--- src/rtl/mips_ctl_pkg.sv ---
// Shared control-unit constants: next-state control codes and well-known control states.
// Used by the sequencer, the control ROM and the instruction-to-state encoder.
package mips_ctl_pkg;

  localparam int unsigned StateW = 7;

  typedef enum logic [2:0] {
    NsInc    = 3'd0,
    NsDecode = 3'd1,
    NsJump   = 3'd2,
    NsCond   = 3'd3,
    NsWait   = 3'd4,
    NsFetch  = 3'd5,
    NsCall   = 3'd6,
    NsRet    = 3'd7
  } ns_ctl_e;

  localparam logic [StateW-1:0] ResetState   = 7'd0;
  localparam logic [StateW-1:0] FetchState   = 7'd1;
  localparam logic [StateW-1:0] IllegalState = 7'd126;
  localparam logic [StateW-1:0] FaultState   = 7'd127;

endpackage

--- src/rtl/moc_timeout_counter.sv ---
// Counts stalled cycles while waiting for memory-operation-complete; flags the cycle on
// which the wait budget is exhausted and self-clears on that cycle.
module moc_timeout_counter #(
  parameter int unsigned CntW    = 8,
  parameter int unsigned Timeout = 255
) (
  input  logic clk_i,
  input  logic reset_ni,
  input  logic en_i,
  input  logic clr_i,
  output logic expired_o
);

  logic [CntW-1:0] cnt_q, cnt_d;

  // The Timeout-th stalled cycle sees Timeout-1 already counted.
  assign expired_o = en_i && (cnt_q == CntW'(Timeout - 1));

  always_comb begin
    cnt_d = cnt_q;
    if (clr_i || expired_o) begin
      cnt_d = '0;
    end else if (en_i) begin
      cnt_d = cnt_q + 1'b1;
    end
  end

  always_ff @(posedge clk_i or negedge reset_ni) begin
    if (!reset_ni) begin
      cnt_q <= '0;
    end else begin
      cnt_q <= cnt_d;
    end
  end

endmodule

--- src/rtl/microprogram_sequencer.sv ---
// Control-state register and next-state selection for the microprogrammed control unit,
// with memory-wait stalls, timeout fault and a single-level micro-subroutine return.
module microprogram_sequencer
  import mips_ctl_pkg::*;
#(
  parameter int unsigned ToW        = 8,
  parameter int unsigned MocTimeout = 255
) (
  input  logic              clk_i,
  input  logic              reset_ni,
  input  logic [StateW-1:0] state_sel_i,
  input  logic [2:0]        ns_ctl_i,
  input  logic [StateW-1:0] cr_target_i,
  input  logic              cond_i,
  input  logic              inv_i,
  input  logic              moc_i,
  input  logic              hold_i,
  output logic [StateW-1:0] state_o,
  output logic [StateW-1:0] ret_state_o,
  output logic              waiting_o,
  output logic              illegal_op_o,
  output logic              mem_fault_o
);

  logic [StateW-1:0] state_q, state_d;
  logic [StateW-1:0] ret_q, ret_d;
  logic              illegal_q, illegal_d;
  logic              fault_q, fault_d;
  logic [StateW-1:0] state_inc;
  logic              cnt_en, cnt_clr, cnt_expired;

  assign state_inc = state_q + 1'b1;
  assign waiting_o = (ns_ctl_i == NsWait) && !moc_i;

  // Counter only moves when the sequencer does; hold leaves it untouched.
  assign cnt_en  = !hold_i && (ns_ctl_i == NsWait) && !moc_i;
  assign cnt_clr = !hold_i && ((ns_ctl_i != NsWait) || moc_i);

  moc_timeout_counter #(
    .CntW    (ToW),
    .Timeout (MocTimeout)
  ) u_moc_timeout_counter (
    .clk_i     (clk_i),
    .reset_ni  (reset_ni),
    .en_i      (cnt_en),
    .clr_i     (cnt_clr),
    .expired_o (cnt_expired)
  );

  always_comb begin
    state_d   = state_q;
    ret_d     = ret_q;
    illegal_d = 1'b0;
    fault_d   = 1'b0;
    if (!hold_i) begin
      unique case (ns_ctl_i)
        NsInc:    state_d = state_inc;
        NsDecode: begin
          if (state_sel_i == '0) begin
            state_d   = IllegalState;
            illegal_d = 1'b1;
          end else begin
            state_d = state_sel_i;
          end
        end
        NsJump:   state_d = cr_target_i;
        NsCond:   state_d = (cond_i ^ inv_i) ? cr_target_i : state_inc;
        NsWait: begin
          // moc takes priority over a timeout landing on the same cycle.
          if (moc_i) begin
            state_d = state_inc;
          end else if (cnt_expired) begin
            state_d = FaultState;
            fault_d = 1'b1;
          end
        end
        NsFetch:  state_d = FetchState;
        NsCall: begin
          ret_d   = state_inc;
          state_d = cr_target_i;
        end
        NsRet:    state_d = ret_q;
        default:  state_d = state_q;
      endcase
    end
  end

  always_ff @(posedge clk_i or negedge reset_ni) begin
    if (!reset_ni) begin
      state_q   <= ResetState;
      ret_q     <= '0;
      illegal_q <= 1'b0;
      fault_q   <= 1'b0;
    end else begin
      state_q   <= state_d;
      ret_q     <= ret_d;
      illegal_q <= illegal_d;
      fault_q   <= fault_d;
    end
  end

  assign state_o      = state_q;
  assign ret_state_o  = ret_q;
  assign illegal_op_o = illegal_q;
  assign mem_fault_o  = fault_q;

endmodule

--- config.mk ---
export PLATFORM = sky130hd
export DESIGN_NAME = microprogram_sequencer
export DESIGN_NICKNAME = d
export VERILOG_FILES = /design/src/rtl/mips_ctl_pkg.sv /design/src/rtl/moc_timeout_counter.sv /design/src/rtl/microprogram_sequencer.sv
export SDC_FILE = /design/constraint.sdc
export NUM_CORES = 1
export LEC_CHECK = 0
export CORE_ASPECT_RATIO = 1.25
export CORE_UTILIZATION = 38
export DETAILED_ROUTE_END_ITERATION = 7
export GPL_TIMING_DRIVEN = 1
export PLACE_DENSITY = 0.72
export SLEW_MARGIN = 0
export SYNTH_ARGS = -nofsm -noshare
export SYNTH_HDL_FRONTEND = slang
export SYNTH_SLANG_ARGS = --single-unit
--- constraint.sdc ---
create_clock -name clk_i -period 1.5 [get_ports clk_i]
set_input_delay 0.3 -clock clk_i [delete_from_list [all_inputs] [get_ports clk_i]]
set_output_delay 0.3 -clock clk_i [all_outputs]
set_load 0.01 [all_outputs]
==> flow_metrics.tcl <==
set metrics [dict create \
    chipWidth_um 56.39 \
    clk_pin_slew_worst_paths_ns 0.09 \
    grt_max_degree 25 \
    path_max_fanout 8 \
    finalSetupViolCount 15 \
    hold_violations 0 \
    drt-initial-drc-count 43 \
    status "finished, violations left" \
    insertion_delay_ns 0.26 \
    portBuffers 39 \
    syn_to_final_growth_pct 67.05 \
    ctsHtreeMaxLevel 1 \
    die_area_sq_um 3946 \
    cp.arrival_ns 1.74 \
    syn_inst 154 \
    vias_per_cell 5.337 \
    min_path_type "input port to asynchronous set/reset pin" \
    rr_startpoint "u_moc_timeout_counter.cnt_q[0]" \
    drive_gt1_frac 0.3376 \
    vias 1473 \
    layout_commonest_cell "buf_4" \
    crit_chain "inv_1, ha_2, and3_4, nand3_4, a21oi_4, buf_4, buf_6, a21oi_1" \
    diodes 0 \
    coreArea_sq_um 3513 \
    slew-limit-headroom 0.7129 \
    syn_area_sq_um 1405 \
    power.density_nw_per_um2 933.4 \
    fin_area_sq_um 2347 \
    max_stage_delay_ns 0.39 \
    placed_area_sq_um 2077 \
    wire_per_inst_um 15.52 \
    seq_area_frac_synth 0.4274 \
    yosys_warnings 0 \
    finClkSkew_ns 0.004136 \
    place.gp.congestion 0.8942 \
    finalCritPeriodShare 1.060 \
    grt_first_pass_wirelength_mm 6.989 \
    postRouteAntennaNets 0 \
    leakage_nw 1.090 \
    io_pins 40 \
    slowest_stage "dfrtp_1" \
    rows 24 \
    start_util 0.3999 \
    cap_violations 0 \
    hold_buffers 0 \
    synth_nets 180 \
    syn_area_per_cell_sq_um 9.124 \
    grt-ovfl-total 0 \
    yosys_register_bits 24 \
    finalCriticalPeriod_ns 1.590 \
    synth_edf_count 0 \
    worst_pin_slew_ns 0.4307 \
    setup_ws_ns -0.09013 \
    synthFlopType "dfrtp_1" \
    finalSetupTns_ns -0.9386 \
    dp_slack_ns -0.4801 \
    postRouteWirelength_mm 4.283 \
    async_flop_share 1.000 \
    numCtsBuffers 3 \
    crit_start "u_moc_timeout_counter.cnt_q[0]" \
    violations "setup timing" \
    dp_hpwl_mm 3.155 \
    clockBufferDepth 2 \
    required_ns 1.65 \
    cp-start-kind "register" \
    drc 0 \
    fmax_mhz 628.9 \
    dr.pass1.iters 4 \
    cts_root_buf "clkbuf_8" \
    grt_pass1_vias 1569 \
    final_cell_mix "buf_4, dfrtp_1, nor2_1" \
    tritoncts "built" \
    rsz0062_at_grt "true" \
    cp-end-kind "register" \
    antenna_found_initial 0 \
    die_y_um 69.99 \
    maxSlewViolCount 0 \
    crit_type "register to register" \
    ir_drop_mv 0.6791 \
    fillers 273 \
    cts_num_sinks 24 \
    synth.distinct_cells 38 \
    grt_usage 0.2245 \
    nNetsFinal 264 \
]
cells in the mapped netlist, types with 2 or more instances:
cell       instances  area, sq um
o21ai_0            6        30.03
nor2b_1            3        18.77
a31oi_1            7        43.79
nor2_1            26        97.59
o21a_1             2        15.01
nor3b_1            3        22.52
a21oi_1           12        60.06
and3_1             7        43.79
nand3_1           10        50.05
dfrtp_1           24        600.6
xnor2_1            3        26.28
ha_1               3        37.54
a21oi_2            2        17.52
nand2b_1           5        31.28
a2bb2oi_1          2        17.52
clkbuf_1           2        7.510
inv_1              3        11.26
buf_2              3        15.01
nand2_1            4        15.01
nor3_1             2        10.01
xor2_1             8        70.07
path summary, 6_finish.rpt:
path	depth (start not counted)	end	slack [ns]
worst min-delay path	2	state_o[6]	0.39
worst max-delay path	8	u_moc_timeout_counter.cnt_q[5]	-0.09
worst max register to register	8	u_moc_timeout_counter.cnt_q[5]	-0.09
worst min register to register	1	ret_state_o[1]	0.55
min in group clk_i	6	illegal_op_o	0.50
max in group asynchronous	2	state_o[2]	0.86
logic make-up (layout without fill, tap and decap cells):
| logic type | after synthesis | in the layout | share of synthesized area |
|---|---|---|---|
| adder cells (fa/ha/maj) | 3 | 3 | 0.02672 |
| multiplexers | 2 | 2 | 0.01514 |
| XOR/XNOR | 11 | 11 | 0.06857 |
| AO/OA/AOI/OAI | 37 | 37 | 0.1683 |
| buffers and inverters | 9 | 92 | 0.02939 |
| AND/OR/NAND/NOR | 68 | 68 | 0.2645 |
| flip-flops | 24 | 24 | 0.4274 |
metal layers:
layer  part of all wire  GRT usage  vias to the layer above  routed length [um]
li1                   -          -                      713                   -
met1               0.42     0.2713                      690                1792
met2               0.50     0.3849                       55                2131
met3              0.046    0.02778                       15                 199
met4              0.037     0.1192                        0                 159
met5                  0          0                        -                   0
critical path: cells and delay by family (launching register included):
kind / cells / cell delay (ns)
buffers and inverters: 3 / 0.35
DFF: 1 / 0.39
adders and majority gates: 1 / 0.16
and+or+nand+nor: 2 / 0.27
AOI/OAI and AO/OA: 2 / 0.31
layout make-up:
type	count	area (sq um)	share of cell area
Multi-Input combinational cell	121	878.3	0.3742
Clock inverter	1	30.03	0.01279
Sequential cell	24	601.8	0.2564
Timing Repair Buffer	85	735.7	0.3134
Inverter	3	11.26	0.004797
Tap cell	39	48.80	0.02079
Clock buffer	3	41.29	0.01759
stage by stage:
stage,std cells,hold WS [ns],utilization,total power [W]
3_5_place_dp,260,0.5338,0.5912,0.001585
5_1_grt,276,0.4079,0.6681,0.002314
2_1_floorplan,154,0.004409,-,0.001150
3_3_place_gp,260,0.5305,0.5912,0.001564
6_report,276,0.3903,0.6681,0.002191
4_1_cts,273,0.4000,0.6460,0.002192
where the power goes:
| part | switching, W | leakage (nW) | internal (W) |
|---|---|---|---|
| clock network | 0.000202 | 0.0357 | 0.000356 |
| logic | 0.000371 | 0.757 | 0.000431 |
| registers | 0.0000821 | 0.297 | 0.000748 |
timing repair:
action | in CTS | in global routing
buffers inserted | 8 | 3
setup endpoints to repair | 34 | 23
pin swaps | 13 | 5
gates resized for setup | 44 | 17
cloned | 1 | 0
sequential cells by signal, summed over array words and instances, names as in the netlist:
| signal | flops |
|---|---|
| u_moc_timeout_counter.cnt_q | 8 |
| ret_state_o | 7 |
| state_o | 7 |
| illegal_op_o | 1 |
| mem_fault_o | 1 |
(Power assumes the default switching activity.)
==> RTL change 1, RTL diff (same settings) <==
Change the parameter `ToW` from 8 to 12.
--- a/src/rtl/microprogram_sequencer.sv
+++ b/src/rtl/microprogram_sequencer.sv
@@ -5,3 +5,3 @@
 #(
-  parameter int unsigned ToW        = 8,
+  parameter int unsigned ToW        = 12,
   parameter int unsigned MocTimeout = 255
Formal check against the unedited RTL: same outputs for any inputs over 10 cycles, from zero or initial values and one cycle with reset_ni low; that may be too few to reach the edited logic, so the function may still have changed.
==> RTL change 1 against the unedited design <==
Largest power group unchanged; largest cell class unchanged; combinational power increased by 2%; via count rose by 16%; final area grew 16%; global-route usage down 2.4 points; clock power fell by 13%; area after synthesis up 24%; critical path type is now register to primary output; sequential share of layout area up 0.14 points; wire length increased by 8.4%; count of clock-buffer cells in the layout rose by 1; setup slack better by 0.13 ns; power is 1.8% higher; sequential cell count rose by 4; critical endpoint is now illegal_op_o; register-to-register slack improved by 0.15 ns.
==> RTL change 1: results (changes against the unedited design) <==
| Metric | Value |
|---|---|
| Layout Skew | `0.00549 ns (+0.00135 ns)` |
| Post-detail-place hpwl | `3520 µm (+12%)` |
| Syn Nets | `205 (+14%)` |
| Post-cts sizing count | `32 (-27%)` |
| RR Startpoint | `state_o[2]` |
| P_leak | `1.31 nW (+21%)` |
| Critical path's slowest cell | `clkdlybuf4s50_1` |
| Placed cell area | `2500 µm² (+20%)` |
| Status | `complete, no violations` |
| Cells after Synth | `179 (+16%)` |
| Largest stage delay, worst path | `0.53 ns (+0.14 ns)` |
| Via count | `1,709 (+16%)` |
| Worst reg-to-reg path cell count | `6 (-2)` |
| Hold Crit Class | `input port to register` |
| Final Non-Filler Cells | `333 (+21%)` |
| Placer congestion estimate | `0.812 (-9.2%)` |
| Area contributors post-synth | `dfrtp_1 40%, nor2_1 4.5%, nand2_1 3.7%, xnor2_1 3.5%, xor2_1 3.5%` |
| DP Cell Count | `316 (+22%)` |
| Worst r2r dst | `state_o[5]` |
| Commonest cells post-synth | `28 x dfrtp_1, 21 x nor2_1, 17 x nand2_1` |
| Layout cells sized above 1 | `0.360 (+0.0224)` |
| Clock latency on the worst-skew pair | `0.28 ns (+0.02 ns)` |
| Peak supply drop | `0.421 mV (-38%)` |
| GRT Util Overall | `0.201 (-0.0235)` |
| Crit path to | `illegal_op_o` |
| Fin crit period | `1.46 ns (-0.126 ns)` |
| Dpl ws | `-0.511 ns (-0.0304 ns)` |
| Postcts setup bufs | `10 (+2)` |
| Yosys cell types | `55 (+45%)` |
| ANT cells | `0 (unchanged)` |
| Fillers | `380 (+39%)` |
| Layout Nets | `302 (+14%)` |
| Hold Worst Slack | `0.303 ns (-0.0871 ns)` |
RTL change 1: changes by cell type after synthesis, sizes merged, moves of 5 or more:
cell and delta:
a21oi -8, a21o +6, nor2 -5, nor3 +5, nand2 +12, and3 -5
RTL change 1: layout make-up:
type / count / area, µm² / share of cell area
well taps: 58 / 72.6 / 0.0267
flip-flops and latches: 28 / 702 / 0.258
multi-input cells: 138 / 1030 / 0.378
inverters: 5 / 20.0 / 0.00735
clock buffers: 4 / 55.1 / 0.0202
repair buffers: 100 / 843 / 0.310
RTL change 1: kinds of logic (layout without fill, tap and decap cells):
| family | count (synthesis) | after routing | synth area share |
|---|---|---|---|
| adder cells (fa/ha/maj) | 3 | 3 | 0.0216 |
| AND/OR/NAND/NOR | 75 | 75 | 0.251 |
| buffers and inverters | 13 | 109 | 0.0461 |
| XOR/XNOR | 14 | 14 | 0.0707 |
| AO/OA/AOI/OAI | 41 | 41 | 0.175 |
| multiplexers | 5 | 5 | 0.0317 |
| flip-flops | 28 | 28 | 0.404 |
RTL change 1: per-layer routing:
metal  share of wire  up-vias  global-route usage
met2            0.54       46               0.380
li1                -      839                   -
met1            0.40      816               0.228
met5               0        -                   0
met4           0.016        0              0.0674
met3           0.040        8              0.0265
RTL change 1: worst register-to-register path: stages, from the launching register on:
cell and delay, ns:
dfrtp_2 0.42, buf_4 0.16, and3_1 0.18, nand3_1 0.13
xor2_2 0.19, a2bb2oi_2 0.15, a31oi_1 0.08
RTL change 1: report_power, final:
part	internal, mW	switching (mW)	leakage, nW	total [mW]
Sequential	0.854	0.0702	0.357	0.924
Combinational	0.446	0.374	0.929	0.820
Clock	0.236	0.251	0.0288	0.487
==> RTL change 2, RTL diff (config.mk and constraints unchanged) <==
Made on the original files. Register the input `cr_target_i` before use. The logic sees it one clock later. The other inputs are not delayed to match.
--- a/src/rtl/microprogram_sequencer.sv
+++ b/src/rtl/microprogram_sequencer.sv
@@ -23,2 +23,8 @@
 );
+
+  logic [StateW-1:0] cr_target_q;
+
+  always_ff @(posedge clk_i) begin
+    cr_target_q <= cr_target_i;
+  end
 
@@ -65,4 +71,4 @@
         end
-        NsJump:   state_d = cr_target_i;
-        NsCond:   state_d = (cond_i ^ inv_i) ? cr_target_i : state_inc;
+        NsJump:   state_d = cr_target_q;
+        NsCond:   state_d = (cond_i ^ inv_i) ? cr_target_q : state_inc;
         NsWait: begin
@@ -79,3 +85,3 @@
           ret_d   = state_inc;
-          state_d = cr_target_i;
+          state_d = cr_target_q;
         end
Check against the original RTL: not equivalent (a bounded check fails within 4 cycles, from zero or initial values and one cycle with reset_ni low).
==> RTL change 2 against the unedited design <==
The run still ends with negative setup slack left; sequential cell count rose by 7; wire length is 3.2% higher; maximum frequency increased by 4.2%; combinational power shrank 7.4%; power grew 10%; sequential share of layout area grew 3.8 points; setup slack gained 0.064 ns; final area grew 8.0%; via count grew 7.7%; area after synthesis is 16% higher; non-clock buffer count decreased by 6; critical path depth unchanged; largest power group unchanged; highest routed layer unchanged.
==> RTL change 2: results (changes against the unedited design) <==
| Metric | Value |
|---|---|
| Final WS setup | `-0.0263 ns (+0.0638 ns)` |
| Slew @ Worst Pin | `0.362 ns (-0.0686 ns)` |
| Combinational power | `0.743 mW (-7.4%)` |
| Multiplexer area fraction after synthesis | `0.0199 (+0.00480)` |
| First-pass GRT wire length | `7090 µm (+1.4%)` |
| Critical path's top delay family | `simple AND/OR/NAND/NOR gates` |
| Clock latency on the worst-skew pair | `0.28 ns (+0.02 ns)` |
| Layout cells sized above 1 | `0.336 (-0.00149)` |
| Post-synthesis xor/xnor area fraction | `0.0483 (-0.0203)` |
| Largest stage delay, worst path | `0.38 ns` |
| Clock-pin slew on the worst setup and hold paths | `0.07 ns (-0.02 ns)` |
| Met3 GRT Util | `0.0378 (+0.0100)` |
| Clock-net power | `0.637 mW (+14%)` |
| Met2 wire length | `2140 µm (+0.42%)` |
| Placed cell area | `2290 µm² (+10%)` |
| DR WL met3 | `246 µm (+24%)` |
| FFs w/ async S/R, synth | `0.774 (-0.226)` |
| Routed len/inst | `14.7 µm (-5.1%)` |
| H-tree levels | `2 (+1)` |
| Final setup fails | `10 (-5)` |
| Num CTS Buffers | `5 (+2)` |
| Syn Nets | `191 (+6.1%)` |
| Hold Worst Slack | `0.375 ns (-0.0149 ns)` |
| Met1 wire length | `1970 µm (+10%)` |
| Area contributors post-synth | `dfrtp_1 37%, dfxtp_1 8.6%, nor2_1 5.5%, xnor2_1 3.2%, a21oi_1 3.1%` |
| Status | `finished, violations left` |
| Layout Skew | `0.00230 ns (-0.00183 ns)` |
| Cells after Synth | `165 (+7.1%)` |
| Failing checks | `negative setup slack` |
| Worst r2r dst | `state_o[3]` |
| Peak supply drop | `0.624 mV (-8.1%)` |
| Grt met1 use | `0.273 (+0.00179)` |
| Switching Share | `0.308 (+0.00835)` |
| P_leak | `1.11 nW (+2.0%)` |
| Largest fanout on the critical path | `5 (-3)` |
| Detailed Route Iter0 Violations | `77 (+79%)` |
| DR vias/cell | `5.29 (-0.88%)` |
| Layout Nets | `269 (+1.9%)` |
| Fillers | `354 (+30%)` |
| Placer congestion estimate | `0.817 (-8.6%)` |
| GR Util met2 | `0.353 (-0.0321)` |
| Synth Area in Compound Gates | `0.186 (+0.0181)` |
| GRT Util Overall | `0.211 (-0.0139)` |
| Fraction of the mapped netlist area in adder cells | `0.0230 (-0.00371)` |
| DR top layer | `met4` |
| Yosys cell types | `42 (+11%)` |
| Largest net degree at the start of global routing | `25 (unchanged)` |
[RTL change 2: changes by cell type after synthesis, moves of 4 or more]
cell / unedited run / this run
dfxtp_1: 0 / 7
a221oi_1: 0 / 5
nand2b_1: 5 / 0
o211ai_1: 0 / 5
xor2_1: 8 / 3
nand3_1: 10 / 6
[RTL change 2: cell families after synthesis]
| group | after synthesis |
|---|---|
| adders and majority gates | 3 |
| buffers and inverters | 13 |
| xor gates and xnor gates | 9 |
| AOI/OAI and AO/OA | 44 |
| muxes | 3 |
| and+or+nand+nor | 62 |
| DFF | 31 |
[RTL change 2: metrics by stage]
| step | util | TNS [ns] | setup WS, ns | power, mW |
|---|---|---|---|---|
| after floorplan | - | 0 | 0.00228 | 1.36 |
| after global placement | 0.560 | -8.29 | -0.501 | 1.76 |
| after detailed placement | 0.560 | -8.64 | -0.511 | 1.78 |
| after CTS | 0.604 | 0 | 0.00926 | 2.42 |
| after global routing | 0.618 | -1.19 | -0.121 | 2.55 |
| final | 0.618 | -0.135 | -0.0263 | 2.42 |
[RTL change 2: timing repair]
item | in CTS | in global routing
setup endpoints to repair | 33 | 14
hold buffers | 0 | 0
resized for setup | 36 | 15
gates cloned | 0 | 0
buffers inserted | 7 | 1
pin swaps | 7 | 5
hold endpoints to repair | 0 | 0
[RTL change 2: area by class of cell]
cell class | instances | share of cell area
Multi-Input combinational cell | 121 | 0.365
Sequential cell | 31 | 0.294
Timing Repair Buffer | 79 | 0.273
Tap cell | 56 | 0.0276
Clock inverter | 1 | 0.00197
Clock buffer | 7 | 0.0301
Inverter | 5 | 0.00740
